<file path="config.mk">
export PLATFORM = sky130hd
export DESIGN_NAME = aes_round_ctrl
export DESIGN_NICKNAME = d
export VERILOG_FILES = /design/src/rtl/aes_pkg.sv /design/src/rtl/aes_rcon_gen.sv /design/src/rtl/aes_round_ctrl.sv
export SDC_FILE = /design/constraint.sdc
export NUM_CORES = 1
export LEC_CHECK = 0
export ABC_AREA = 0
export CORE_MARGIN = 10
export CORE_UTILIZATION = 44
export CTS_BUF_LIST = sky130_fd_sc_hd__clkbuf_8
export CTS_CLUSTER_SIZE = 30
export DETAILED_ROUTE_END_ITERATION = 8
export PLACE_DENSITY = 0.79
export SLEW_MARGIN = 20
export SYNTH_ARGS = -nofsm -noshare
export SYNTH_HDL_FRONTEND = slang
export SYNTH_HIERARCHICAL = 1
export SYNTH_SLANG_ARGS = --single-unit
</file>
<file path="constraint.sdc">
create_clock -name clk -period 3.6 [get_ports clk]
set_input_delay 1.08 -clock clk [delete_from_list [all_inputs] [get_ports clk]]
set_output_delay 1.08 -clock clk [all_outputs]
set_load 0.01 [all_outputs]
</file>
<file path="src/rtl/aes_pkg.sv">
// Shared definitions for the AES round controller: FSM state encoding,
// AES-128 round count and round-constant arithmetic.
package aes_pkg;

  typedef enum logic [1:0] {
    IDLE = 2'd0,
    RUN  = 2'd1,
    DONE = 2'd2
  } state_t;

  localparam int         AES128_NR = 10;
  localparam logic [7:0] RCON_INIT = 8'h01;
  localparam logic [7:0] RCON_POLY = 8'h1B;
  localparam logic [7:0] RCON_LAST = 8'h36;

  // Multiply by x in GF(2^8) modulo x^8+x^4+x^3+x+1.
  function automatic logic [7:0] xtime(input logic [7:0] b);
    logic [7:0] s;
    s = {b[6:0], 1'b0};
    return b[7] ? (s ^ RCON_POLY) : s;
  endfunction

  // Divide by x in GF(2^8): the exact inverse of xtime.
  function automatic logic [7:0] inv_xtime(input logic [7:0] b);
    logic [7:0] t;
    t = b ^ RCON_POLY;
    return b[0] ? {1'b1, t[7:1]} : {1'b0, b[7:1]};
  endfunction

endpackage

</file>
<file path="src/rtl/aes_rcon_gen.sv">
// Round-constant register: loads the first constant of a block and steps
// forward (xtime) or backward (inverse xtime) once per key-schedule step.
module aes_rcon_gen
  import aes_pkg::*;
(
  input  logic       clk,
  input  logic       rst,
  input  logic       load,
  input  logic       step,
  input  logic       reverse,
  output logic [7:0] rcon
);

  // Load has priority over step so a new block always restarts the sequence.
  always_ff @(posedge clk) begin
    if (rst) begin
      rcon <= RCON_INIT;
    end else if (load) begin
      rcon <= reverse ? RCON_LAST : RCON_INIT;
    end else if (step) begin
      rcon <= reverse ? inv_xtime(rcon) : xtime(rcon);
    end
  end

endmodule

</file>
<file path="src/rtl/aes_round_ctrl.sv">
// Sequencer for the iterative AES round datapath and key schedule.
// Optional decryption ordering is enabled with AES_ROUND_CTRL_DECRYPT_EN.
// All outputs are registered: each is computed from the next-state values
// so that it is valid during the cycle the state describes.
module aes_round_ctrl
  import aes_pkg::*;
#(
  parameter int NR        = AES128_NR,
  parameter int ROUND_LAT = 1
) (
  input  logic       clk,
  input  logic       rst,
  input  logic       in_valid,
`ifdef AES_ROUND_CTRL_DECRYPT_EN
  input  logic       decrypt,
`endif
  output logic       in_ready,
  output logic       out_valid,
  input  logic       out_ready,
  output logic       load_state,
  output logic       round_en,
  output logic       skip_mc,
  output logic       skip_sub,
  output logic       key_step,
  output logic [7:0] rcon,
  output logic [3:0] round_idx,
  output logic       busy
);

  localparam int            CW       = $clog2(ROUND_LAT) + 1;
  localparam logic [CW-1:0] CYC_LAST = CW'(ROUND_LAT - 1);
  localparam logic [3:0]    R_LAST   = 4'(NR);

  state_t        state, nxt_state;
  logic [3:0]    nxt_round;
  logic [CW-1:0] cyc_cnt, nxt_cyc;
  logic          accept;
  logic          dec, nxt_dec;
  logic          run_n, last_n;

  // First processed round: 0 when encrypting, NR when decrypting.
  function automatic logic is_first(input logic [3:0] r, input logic d);
    return d ? (r == R_LAST) : (r == 4'd0);
  endfunction

  // Final round (no MixColumns, no key step).
  function automatic logic is_final(input logic [3:0] r, input logic d);
    return d ? (r == 4'd0) : (r == R_LAST);
  endfunction

`ifdef AES_ROUND_CTRL_DECRYPT_EN
  // Direction is captured with the block and held until the next accept.
  always_ff @(posedge clk) begin
    if (rst) begin
      dec <= 1'b0;
    end else if (accept) begin
      dec <= decrypt;
    end
  end
  assign nxt_dec = accept ? decrypt : dec;
`else
  assign dec     = 1'b0;
  assign nxt_dec = 1'b0;
`endif

  // Next-state logic: round/cycle counters advance only while running.
  always_comb begin
    accept    = (state == IDLE) && in_valid;
    nxt_state = state;
    nxt_round = round_idx;
    nxt_cyc   = cyc_cnt;
    case (state)
      IDLE: begin
        if (in_valid) begin
          nxt_state = RUN;
          nxt_round = nxt_dec ? R_LAST : 4'd0;
          nxt_cyc   = '0;
        end
      end
      RUN: begin
        if (cyc_cnt == CYC_LAST) begin
          nxt_cyc = '0;
          if (is_final(round_idx, dec)) begin
            nxt_state = DONE;
          end else begin
            nxt_round = dec ? (round_idx - 4'd1) : (round_idx + 4'd1);
          end
        end else begin
          nxt_cyc = cyc_cnt + CW'(1);
        end
      end
      DONE: begin
        if (out_ready) begin
          nxt_state = IDLE;
        end
      end
      default: nxt_state = IDLE;
    endcase
    run_n  = (nxt_state == RUN);
    last_n = (nxt_cyc == CYC_LAST);
  end

  // State and registered strobes; reset aborts any block in flight.
  always_ff @(posedge clk) begin
    if (rst) begin
      state      <= IDLE;
      round_idx  <= 4'd0;
      cyc_cnt    <= '0;
      in_ready   <= 1'b1;
      out_valid  <= 1'b0;
      load_state <= 1'b0;
      round_en   <= 1'b0;
      skip_mc    <= 1'b0;
      skip_sub   <= 1'b0;
      key_step   <= 1'b0;
      busy       <= 1'b0;
    end else begin
      state      <= nxt_state;
      round_idx  <= nxt_round;
      cyc_cnt    <= nxt_cyc;
      in_ready   <= (nxt_state == IDLE);
      out_valid  <= (nxt_state == DONE);
      busy       <= (nxt_state != IDLE);
      load_state <= accept;
      round_en   <= run_n && last_n;
      key_step   <= run_n && last_n && !is_final(nxt_round, nxt_dec);
      skip_sub   <= run_n && is_first(nxt_round, nxt_dec);
      skip_mc    <= run_n && (is_first(nxt_round, nxt_dec) || is_final(nxt_round, nxt_dec));
    end
  end

  aes_rcon_gen u_rcon (
    .clk     (clk),
    .rst     (rst),
    .load    (accept),
    .step    (key_step),
    .reverse (nxt_dec),
    .rcon    (rcon)
  );

endmodule

</file>
**After elaboration in Yosys (flattened, before gate mapping)**

Index checks and enable logic that the tools add are counted.

- Multiplexer cells: 13
- Bitwise operators: 2
- Add/subtract/negate cells: 2
- Equality and inequality tests: 6
- Reductions and logical operators: 12

Operator list:

| kind | number |
|---|---|
| 4-bit two-way mux | 3 |
| 4-bit == test, second input constant | 2 |
| 2-bit two-way mux | 4 |
| 4-bit one-hot mux with 2 select lines | 1 |
| 2-bit one-hot mux with 3 select lines | 1 |
| 1-bit logical AND | 5 |
| 5-bit two-way mux | 1 |
| 4-bit by 1-bit adder with 4-bit output, second input constant | 1 |
| 2-bit by 1-bit == test with 1-bit output, second input constant | 2 |
| 2-bit == test, second input constant | 2 |
| 2-bit logical NOT | 2 |
| 4-bit logical NOT | 1 |
| 4-bit NOT | 1 |
| 1-bit two-way mux | 2 |
| 1-bit one-hot mux with 2 select lines | 1 |
| 2-bit nonzero test | 1 |
| 2-bit OR reduction | 1 |
| 1-bit adder, second input constant | 1 |
| 1-bit logical NOT | 1 |
| 1-bit logical OR | 1 |
| 1-bit NOT | 1 |

- Output and inout bits: 20
- Word-level logic and storage cells: 47
- Input port bits: 4
- Bits in registers: 23

**Depth between registers and ports, before layout**

- Depth after elaboration: 7
- Depth in mapped cells: 8
- Gate-level depth less buffers: 7

**Hierarchy**

The synthesis kept the hierarchy.

By module, submodules not included:

| module | seq. area each (µm²) | area each (µm²) | cells an instance | instances |
|---|---|---|---|---|
| aes_round_ctrl | 300.3 | 634.4 | 68 | 1 |
| aes_rcon_gen | 160.2 | 520.5 | 56 | 1 |

**Worst setup path after synthesis**

Ideal clock, no wire load.

- Kind: in2reg
- From: in in_valid
- To: reg key_step
- Path buffers: 0
- Cell stages on the path: 4
- Arrival time: 1.951 ns
- Slack: 1.527 ns
- Data required time: 3.478 ns
- Cells stage by stage: o21bai_1 nand2_1 a22o_1 o31a_2

- Word-level cells in the longest chain between the ends: 5
- Elaborated cells on any way between the ends: 12
- Classes of those cells: eq/ne: 2; mux: 6; bitwise: 1; reduce/logical: 3

RTL lines:

| what | line | source |
|---|---|---|
| from (decl) | aes_round_ctrl.sv:13 | `input logic in_valid,` |
| 4-bit two-way mux (tied with other cells) | aes_round_ctrl.sv:74 | `if (in_valid) begin` |
| 4-bit one-hot mux with 2 select lines (tied with other cells) | aes_round_ctrl.sv:72 | `case (state)` |
| 4-bit == test (tied with other cells) | aes_round_ctrl.sv:48 | `return d ? (r == 4'd0) : (r == R_LAST);` |
| 1-bit logical NOT or 1-bit logical AND (tied branches) | aes_round_ctrl.sv:126 | `key_step <= run_n && last_n && !is_final(nxt_round, nxt_dec);` |
| 1-bit logical AND * | aes_round_ctrl.sv:126 |  |
| to (signal assigned) | aes_round_ctrl.sv:126 |  |
| to (decl) | aes_round_ctrl.sv:24 | `output logic key_step,` |

Mark *: on every way between the ends. The rest lies on a longest branch, timed or not.
A chain may end at the register's enable or synchronous reset.

**Worst setup path in the final report**

- From: reg key_step
- To: out key_step

No word-level cell between the ends.

==> results.py <==
metrics = {
    "yosys": {
        "post_synth_num_cell_types": 45,
        "synth.yosys.warnings": 6,
        "yosysSeqAreaShare": 0.399,
        "post_synth_instance_area_sq_um": 1150,
        "synth_async_sr_flop_share": 0,
        "syn_avg_cell_area_sq_um": 9.31,
        "synth-seq-cells": 23,
        "ys.flop_type": "sky130_fd_sc_hd__dfxtp_1",
        "synthCells": 124,
        "synth-edff-count": 0,
    },
    "cts": {
        "post_cts.repair.setup_buffers": 0,
        "clockBufferDepth": 2,
        "cts.repair.resized": 0,
        "cts.sinks": 23,
        "clockRootBuffer": "sky130_fd_sc_hd__clkbuf_8",
        "insertion_delay_ns": 0.27,
        "cts.htree.levels": 1,
        "cts_tree": "built",
        "cts.reportedPaths.clkPinSlew_ns": 0.08,
        "ctsHoldBuffers": 0,
        "numCtsBuffers": 3,
    },
    "routing": {
        "vias_per_cell": 5.68,
        "routed_wirelength_mm": 2.60,
        "wl_per_cell_um": 14.9,
        "drtPass1Iterations": 4,
        "detail_route.iter0.violations": 93,
        "final_antenna_net_count": 0,
        "drc": 0,
        "vias": 989,
    },
    "layout": {
        "final_design_area_no_fill_sq_um": 1400,
        "antenna_cells": 0,
        "num-nets-final": 151,
        "commonest_non_fill_non_tap_cells_in_the_layout": "sky130_fd_sc_hd__dfxtp_1, sky130_fd_sc_hd__clkdlybuf4s50_1, sky130_fd_sc_hd__nor2_1",
        "fin_util": 0.560,
        "layout.cells.non_filler": 174,
        "layout-area-overhead-vs-synth_pct": 21.1,
        "layout-drive-gt1-share": 0.0903,
    },
    "power": {
        "power.density_nw_per_um2": 399,
        "static-leakage-power_nw": 0.538,
        "ir_drop_mv": 0.310,
    },
    "sta": {
        "maxClockFrequency_mhz": 367,
        "rsz0062_at_grt": "false",
        "final_critical_path_setup_slack_ns": 0.874,
        "period_needed_ns": 2.73,
        "final.setup_skew_ns": 0.00962,
        "final_max_slew_viol_count": 0,
        "setup_viol_count_final": 0,
        "relative_slew_slack": 0.572,
        "report.final.hold_viol_count": 0,
        "tightest_slew_ns": 0.639,
        "layout_worst_path_cycle_share": 0.757,
        "tns_ns": 0,
    },
    "worst_setup_path": {
        "worst-endpoint-required_ns": 2.52,
        "crit_chain": "clkdlybuf4s50_1",
        "setup.worst_path.end_class": "output port",
        "worst_path_largest_cell_delay_ns": 0.72,
        "cp_max_fo": 19,
        "timing_worst_setup_path_type": "register to output port",
        "worstPathArrival_ns": 1.65,
        "start_kind": "register",
        "timing.critical_path.max_delay_family": "flip-flops",
        "cp_num_buf_inv": 1,
        "critical-path-slowest-cell": "sky130_fd_sc_hd__dfxtp_1",
    },
    "min_path": {
        "min-delay-path-class": "register to register",
    },
    "placed_design": {
        "post-place-cells": 170,
        "place.gp.congestion": 0.899,
        "dp_worst_setup_slack_ns": 0.938,
        "placed_cell_areas_sq_um": 1350,
        "dp_hpwl_mm": 1.89,
        "port_buffers": 23,
    },
    "floorplan": {
        "core-area_sq_um": 2500,
        "die_height_um": 71.2,
        "total_number_of_placement_rows": 18,
        "dieWidth_um": 71.2,
        "initial_core_utilization": 0.462,
        "die_area_sq_um": 5070,
        "floorplan.io_pins": 24,
    },
    "global_routing": {
        "overflow": 0,
        "wire_length_of_the_first_global_routing_pass_mm": 4.44,
        "global_route.usage.total": 0.104,
        "grt_antenna_before_repair": 0,
        "number_of_global_route_vias_before_repair": 951,
        "maximum_number_of_pins_on_one_net_before_global_route_repair": 20,
    },
    "run_status": {
        "status": "finished clean",
    },
    "flow_run": {
        "max_cap_viol_count": 0,
    },
}
## layout make-up
type | instances | area [sq um]
Fill cell | 232 | 1100
Multi-Input combinational cell | 85 | 592
Tap cell | 30 | 37.5
Clock buffer | 3 | 41.3
Timing Repair Buffer | 23 | 230
Sequential cell | 23 | 460
Inverter | 9 | 33.8
Clock inverter | 1 | 3.75
## synth_stat cells (2+ instances only)
library cell	number	area, sq um
sky130_fd_sc_hd__a2111oi_2	3	45.0
sky130_fd_sc_hd__buf_6	5	56.3
sky130_fd_sc_hd__nor3b_1	2	15.0
sky130_fd_sc_hd__nand2b_1	2	12.5
sky130_fd_sc_hd__ha_1	2	25.0
sky130_fd_sc_hd__a221oi_1	2	17.5
sky130_fd_sc_hd__xnor2_1	2	17.5
sky130_fd_sc_hd__nor2b_1	2	12.5
sky130_fd_sc_hd__o221a_2	2	22.5
sky130_fd_sc_hd__xor2_1	3	26.3
sky130_fd_sc_hd__nor2_1	11	41.3
sky130_fd_sc_hd__mux2i_1	2	20.0
sky130_fd_sc_hd__a21oi_1	4	20.0
sky130_fd_sc_hd__nand3b_1	3	22.5
sky130_fd_sc_hd__a31oi_1	2	12.5
sky130_fd_sc_hd__o21ai_1	2	10.0
sky130_fd_sc_hd__o21ai_0	3	15.0
sky130_fd_sc_hd__nor3_1	3	15.0
sky130_fd_sc_hd__a21o_1	3	22.5
sky130_fd_sc_hd__inv_1	8	30.0
sky130_fd_sc_hd__dfxtp_1	23	460
sky130_fd_sc_hd__nand3_1	6	30.0
sky130_fd_sc_hd__nand2_1	6	22.5
sky130_fd_sc_hd__nand4_1	2	12.5
## registers in the layout, indices dropped and copies added, names as in the netlist
| signal | count |
|---|---|
| state | 2 |
| round_en | 1 |
| in_ready | 1 |
| load_state | 1 |
| cyc_cnt | 1 |
| key_step | 1 |
| round_idx | 4 |
| skip_mc | 1 |
| skip_sub | 1 |
| busy | 1 |
| out_valid | 1 |
| u_rcon/rcon | 8 |
## final timing paths
kind	to	depth (start not counted)	from	slack [ns]
min	u_rcon/rcon[3]$_SDFFE_PP0P_	2	u_rcon/rcon[3]$_SDFFE_PP0P_	0.57
max	key_step	1	key_step$_SDFF_PP0_	0.87
max reg2reg	key_step$_SDFF_PP0_	6	round_idx[0]$_SDFF_PP0_	1.73
min reg2reg	u_rcon/rcon[3]$_SDFFE_PP0P_	2	u_rcon/rcon[3]$_SDFFE_PP0P_	0.57
## report_power, final
part           leakage, nW  switching (mW)  total [mW]  internal (mW)
Clock               0.0269          0.0804       0.157         0.0762
Sequential           0.189          0.0230       0.294          0.271
Combinational        0.321          0.0488       0.107         0.0579
Total                0.538           0.152       0.558          0.406
## cells by family (layout without fill, tap and decap cells)
family,after synthesis,after routing,synth area share
other,1,2,0.00325
AND/OR/NAND/NOR,45,45,0.215
XOR/XNOR,5,5,0.0379
multiplexers,3,3,0.0271
AO/OA/AOI/OAI,28,28,0.205
adder cells (fa/ha/maj),2,2,0.0217
flip-flops,23,23,0.399
buffers and inverters,17,36,0.0921
## metal layers
layer	GRT usage	wire, um	part of all wire
met5	0	0	0
met1	0.116	1130	0.44
met2	0.166	1200	0.46
met3	0.0510	235	0.090
met4	0.0409	34	0.013
## per-stage QoR
step | hold WS (ns) | power, mW
2_1_floorplan | 0.494 | 0.368
3_3_place_gp | 0.551 | 0.404
3_5_place_dp | 0.559 | 0.407
4_1_cts | 0.574 | 0.563
5_1_grt | 0.614 | 0.586
6_report | 0.575 | 0.558
No activity file was read; power rests on OpenSTA's default activity.
